### src/rtl/mem_arb_pkg.sv
// Shared types for the instruction/data memory arbiter.
package mem_arb_pkg;

  // Arbiter sequencing: one idle cycle, then the zero-fill sweep, then normal service
  typedef enum logic [1:0] {
    START = 2'd0,
    INIT  = 2'd1,
    RUN   = 2'd2
  } arb_state_e;

  // Which requester owns the memory port in the current cycle
  typedef enum logic [1:0] {
    SEL_NONE = 2'd0,
    SEL_IF   = 2'd1,
    SEL_D    = 2'd2
  } port_sel_e;

  // Per-port response bookkeeping carried from the grant cycle into the response cycle
  typedef struct packed {
    logic valid;
    logic err;
    logic rd;
  } rsp_flags_t;

  // True when a 32-bit word address falls inside a memory of 2**aw words
  function automatic logic addrInRange(input logic [31:0] addr, input int unsigned aw);
    return (addr >> aw) == 32'd0;
  endfunction

endpackage

### src/rtl/mem_arbiter.sv
// Single-port memory arbiter between instruction fetch and the load/store unit.
// Data requests win by default; a starvation counter lets fetch through once
// after STARVE_MAX consecutive denials. After each reset the memory is swept
// to zero before any request is served, so the array itself needs no reset.
module mem_arbiter
  import mem_arb_pkg::*;
#(
  parameter int DEPTH      = 512,
  parameter int AW         = 9,
  parameter int STARVE_MAX = 4
) (
  input  logic          clk,
  input  logic          rst,
  input  logic          if_req,
  input  logic [31:0]   if_addr,
  output logic          if_gnt,
  output logic          if_rvalid,
  output logic [31:0]   if_rdata,
  output logic          if_err,
  input  logic          d_req,
  input  logic          d_we,
  input  logic [31:0]   d_addr,
  input  logic [31:0]   d_wdata,
  output logic          d_gnt,
  output logic          d_rvalid,
  output logic [31:0]   d_rdata,
  output logic          d_err,
  output logic [AW-1:0] mem_addr,
  output logic          mem_we,
  output logic [31:0]   mem_wdata,
  input  logic [31:0]   mem_rdata,
  output logic          init_done
);

  localparam int SW = $clog2(STARVE_MAX + 1);
  localparam logic [AW-1:0] FILL_LAST  = AW'(DEPTH - 1);
  localparam logic [SW-1:0] STARVE_TOP = SW'(STARVE_MAX);

  arb_state_e     state_q, state_d;
  logic [AW-1:0]  fillCnt_q, fillCnt_d;
  logic [SW-1:0]  starveCnt_q, starveCnt_d;
  rsp_flags_t     ifRsp_q, ifRsp_d;
  rsp_flags_t     dRsp_q, dRsp_d;
  port_sel_e      sel;
  logic           ifInRange;
  logic           dInRange;
  logic           fillLast;

  assign ifInRange = addrInRange(if_addr, AW);
  assign dInRange  = addrInRange(d_addr, AW);
  assign fillLast  = (fillCnt_q == FILL_LAST);

  // State register; reset always restarts the fill sequence from START
  always_ff @(posedge clk or negedge rst) begin
    if (!rst) begin
      state_q <= START;
    end else begin
      state_q <= state_d;
    end
  end

  // Next-state logic: START is a single cycle, INIT ends after the last word is cleared
  always_comb begin
    state_d = state_q;
    case (state_q)
      START:   state_d = INIT;
      INIT:    state_d = fillLast ? RUN : INIT;
      RUN:     state_d = RUN;
      default: state_d = START;
    endcase
  end

  // Output logic: fill writes in INIT, winner selection and memory steering in RUN
  always_comb begin
    sel       = SEL_NONE;
    mem_we    = 1'b0;
    mem_addr  = '0;
    mem_wdata = '0;
    case (state_q)
      INIT: begin
        mem_we   = 1'b1;
        mem_addr = fillCnt_q;
      end
      RUN: begin
        if (d_req && if_req) begin
          sel = (starveCnt_q == STARVE_TOP) ? SEL_IF : SEL_D;
        end else if (d_req) begin
          sel = SEL_D;
        end else if (if_req) begin
          sel = SEL_IF;
        end
        case (sel)
          SEL_D: begin
            if (dInRange) begin
              mem_addr = d_addr[AW-1:0];
              mem_we   = d_we;
              if (d_we) begin
                mem_wdata = d_wdata;
              end
            end
          end
          SEL_IF: begin
            if (ifInRange) begin
              mem_addr = if_addr[AW-1:0];
            end
          end
          default: begin
          end
        endcase
      end
      default: begin
      end
    endcase
  end

  assign if_gnt    = (sel == SEL_IF);
  assign d_gnt     = (sel == SEL_D);
  assign init_done = (state_q == RUN);

  // Fill counter walks the address space once during INIT
  always_comb begin
    fillCnt_d = fillCnt_q;
    if (state_q == INIT) begin
      fillCnt_d = fillCnt_q + 1'b1;
    end
  end

  // Fill counter register
  always_ff @(posedge clk or negedge rst) begin
    if (!rst) begin
      fillCnt_q <= '0;
    end else begin
      fillCnt_q <= fillCnt_d;
    end
  end

  // Starvation counter counts consecutive denied fetch cycles and saturates
  always_comb begin
    starveCnt_d = '0;
    if (if_req && !if_gnt) begin
      starveCnt_d = (starveCnt_q == STARVE_TOP) ? STARVE_TOP : starveCnt_q + 1'b1;
    end
  end

  // Starvation counter register
  always_ff @(posedge clk or negedge rst) begin
    if (!rst) begin
      starveCnt_q <= '0;
    end else begin
      starveCnt_q <= starveCnt_d;
    end
  end

  // Capture what each grant must answer with on the following cycle
  always_comb begin
    ifRsp_d       = '0;
    dRsp_d        = '0;
    ifRsp_d.valid = if_gnt;
    ifRsp_d.err   = if_gnt && !ifInRange;
    ifRsp_d.rd    = 1'b1;
    dRsp_d.valid  = d_gnt;
    dRsp_d.err    = d_gnt && !dInRange;
    dRsp_d.rd     = !d_we;
  end

  // Response flags; reset drops any response still in flight
  always_ff @(posedge clk or negedge rst) begin
    if (!rst) begin
      ifRsp_q <= '0;
      dRsp_q  <= '0;
    end else begin
      ifRsp_q <= ifRsp_d;
      dRsp_q  <= dRsp_d;
    end
  end

  assign if_rvalid = ifRsp_q.valid;
  assign if_err    = ifRsp_q.valid && ifRsp_q.err;
  assign if_rdata  = (ifRsp_q.valid && !ifRsp_q.err && ifRsp_q.rd) ? mem_rdata : '0;
  assign d_rvalid  = dRsp_q.valid;
  assign d_err     = dRsp_q.valid && dRsp_q.err;
  assign d_rdata   = (dRsp_q.valid && !dRsp_q.err && dRsp_q.rd) ? mem_rdata : '0;

endmodule

### config.mk
export PLATFORM = sky130hd
export DESIGN_NAME = mem_arbiter
export DESIGN_NICKNAME = d
export VERILOG_FILES = /design/src/rtl/mem_arb_pkg.sv /design/src/rtl/mem_arbiter.sv
export SDC_FILE = /design/constraint.sdc
export NUM_CORES = 1
export LEC_CHECK = 0
export CAP_MARGIN = 20
export CORE_AREA = 3 3 95 97
export DETAILED_ROUTE_END_ITERATION = 10
export DIE_AREA = 0 0 98 100
export MAX_ROUTING_LAYER = met4
export PLACE_DENSITY_LB_ADDON = 0.12
export SLEW_MARGIN = 20
export SYNTH_ARGS = -nofsm -noshare
export SYNTH_HDL_FRONTEND = slang
export SYNTH_SLANG_ARGS = --single-unit
### constraint.sdc
create_clock -name clk -period 5.74 [get_ports clk]
set_clock_uncertainty 0.1 [all_clocks]
set_input_delay 1.435 -clock clk [delete_from_list [all_inputs] [get_ports clk]]
set_output_delay 1.435 -clock clk [all_outputs]
set_load 0.1 [all_outputs]
==> impl_metrics.py, run 1 <==
metrics = {
    "outcome": {
        "status": "completed",
    },
    "synthesis": {
        "synth_top_area_share_pct": 31.7,
        "synth_warnings": 0,
        "synth.avg_cell_area_um2": 7.58,
        "synth_fp_nets": 404,
        "yosys-top-cells-area": "and2_1 32%, dfrtp_1 25%, nand4_1 6.0%, ha_1 5.0%, nand2_1 3.8%",
        "ys_ff_latch": 20,
        "synth.distinct_cells": 32,
        "synthCells": 263,
        "ys_seq_area_share_pct": 25.1,
        "synth_area_um2": 1990,
        "synth_top_area_cell": "and2_1",
    },
    "timing": {
        "period_share_pct": 88.0,
        "setup_violations": 0,
        "fin_tns_setup_ps": 0,
        "tightestPinTransition_ps": 1010,
        "fmax_mhz": 198,
        "grt_setup_unrepaired": "no",
        "whs_ps": 383,
        "finalHoldViolCount": 0,
        "setup_slack_ps": 687,
        "relSlewSlack_pct": 32.2,
        "period_needed_ps": 5050,
        "drv_slew": 0,
    },
    "critical_path": {
        "worstPathArrival_ps": 3520,
        "crit_fanout": 27,
        "crit_chain": "clkdlybuf4s50_1, or4_1, nor2_1, and4_1, buf_4, and2_1, buf_12",
        "critical-path-top-delay-family": "simple AND/OR/NAND/NOR gates",
        "endpoint_kind": "output port",
        "crit_type": "in -> out",
        "cp_data_required_time_ps": 4200,
        "crit_buf_inv": 3,
        "max_stage_delay_ps": 510,
        "slowest_stage": "or4_1",
        "start_kind": "input pin",
    },
    "finish": {
        "fill_cells": 738,
        "drive_gt1_share_pct": 23.7,
        "final_cell_mix": "137 x clkdlybuf4s50_1, 101 x and2_1, 69 x buf_4",
        "regArea_um2": 500,
        "area_delta_synth_final_pct": 142,
        "fin_util_pct": 58.7,
        "finalNetCount": 640,
        "mostFrequentLayoutCell": "clkdlybuf4s50_1",
        "fin_cells": 604,
        "final_area_um2": 4820,
        "multiInputGateArea_um2": 1390,
    },
    "grt": {
        "overflow": 0,
        "antenna_found_initial": 1,
        "grt_max_degree": 33,
        "grt_pass1_wl_mm": 15.5,
        "grtUsageTotal_pct": 20.9,
        "grt_pass1_vias": 2716,
    },
    "routing": {
        "drt-wirelength-per-cell_um": 17.6,
        "ant_nets": 0,
        "viasPerCell": 4.50,
        "dr.pass1.iters": 4,
        "routed_wl_mm": 10.6,
        "routed-via-count": 2719,
        "drc": 0,
        "drt_iter0_markers": 86,
    },
    "cts": {
        "cts_tree": "yes",
        "cts_resized": 0,
        "cts_root_buf": "clkbuf_8",
        "holdBufCountCts": 0,
        "cts_made_buffers": 3,
        "clock_latency_ps": 250,
        "cts.sinks": 20,
        "htreeDepth": 1,
        "clk_pin_slew_ps": 70,
        "clockBufferDepth": 2,
        "postCtsSetupBuffers": 0,
    },
    "min_path": {
        "holdCritPathClass": "reg -> reg",
    },
    "pwr": {
        "p_per_area_nw_per_um2": 71.0,
        "p_leak_nw": 2.14,
        "peakVddDrop_mv": 0.0680,
        "power.total_mw": 0.342,
    },
    "place": {
        "preCtsSetupSlack_ps": 688,
        "dp.cells": 599,
        "portBuffers": 245,
        "globalplace.congestion": 0.877,
        "dp_hpwl_mm": 9.23,
        "dpl-instance-area_um2": 4780,
    },
    "floorplanning": {
        "ios": 246,
        "rows": 33,
        "initial_core_util_pct": 24.3,
        "die_y_um": 100,
        "die_w_um": 98,
        "coreArea_um2": 8220,
        "die_area_um2": 9800,
    },
    "flow_run": {
        "cap_violations": 0,
    },
}
## final cells by class
| type | count | share of cell area (%) |
|---|---|---|
| inverters | 7 | 0.545 |
| repair buffers | 248 | 56.6 |
| flip-flops and latches | 20 | 10.4 |
| well taps | 105 | 2.72 |
| diodes | 2 | 0.104 |
| multi-input cells | 219 | 28.8 |
| clock buffers | 3 | 0.856 |
## per-layer routing
layer  vias to the layer above  GRT usage, %  wire length (um)
met2                       128          36.6              5560
met1                      1219          23.1              3880
met3                        12          6.95               986
met4                         0          4.79               206
met5                         -             -                 0
li1                       1360             -                 -
## power breakdown
group | internal [mW] | total (mW) | switching [mW]
clock | 0.0466 | 0.0891 | 0.0425
combinational | 0.0830 | 0.108 | 0.0250
sequential | 0.144 | 0.145 | 0.00175
total | 0.273 | 0.342 | 0.0692
## final timing paths
kind                                startpoint        endpoint  slack [ps]  depth (start not counted)
worst max-delay path                d_addr[13]    mem_wdata[9]         690                          7
worst min-delay path            starveCnt_q[0]  starveCnt_q[0]         380                          1
worst max register to register      state_q[1]    fillCnt_q[7]        3720                          6
worst min register to register  starveCnt_q[0]  starveCnt_q[0]         380                          1
max in group asynchronous                  rst      ifRsp_q[0]        3390                          1
min in group asynchronous                  rst    fillCnt_q[1]        1590                          1
## cell families (layout without fill, tap and decap cells)
group                      after synthesis  count (layout)  synth area share (%)
and+or+nand+nor                        182             182                  54.0
buffers and inverters                   24             258                  5.21
DFF                                     20              20                  25.1
AOI/OAI and AO/OA                       19              19                  6.21
adders and majority gates                8               8                  5.02
xor gates and xnor gates                 7               7                  3.08
muxes                                    2               2                  1.13
other                                    1               3                 0.188
## synthesized netlist by cell type
cell type    n
o21ai_0      2
inv_1        7
nor2_2       1
mux2_2       2
clkbuf_1    10
a21boi_0     1
a41oi_1      1
a21bo_2      1
buf_1        2
and3b_1      2
xor2_1       3
nor4_1       6
or4_1        4
and3_1       2
and2_1     101
conb_1       1
xnor2_1      4
buf_2        2
a211oi_1     1
o21a_1       2
and4_1       3
a21oi_1      3
nand2b_1     8
buf_4        3
nor2_1       7
nand3_1      6
nor3_1       3
nand2_1     20
ha_1         8
dfrtp_1     20
a31oi_1      8
nand4_1     19
## worst register-to-register path: cells and delay by family (launching register included)
family | cells | cell delay (ps)
fa+ha+maj | 1 | 550
simple gates | 3 | 600
xor+xnor | 1 | 140
buf+inv | 1 | 120
flops | 1 | 400
## registers in the layout (all words and copies together) (netlist names)
register     cells
dRsp_q           2
d_rvalid         1
starveCnt_q      3
ifRsp_q          2
fillCnt_q        9
if_rvalid        1
state_q          2
Power figures use the tool's default switching activity.
==> run 2, diff against run 1 <==
Settings changed: ABC_CLOCK_PERIOD_IN_PS set to 5740, TNS_END_PERCENT set to 50.
==> results of run 2 <==
No change in the layout: final DEF, timing and power equal those of run 1.
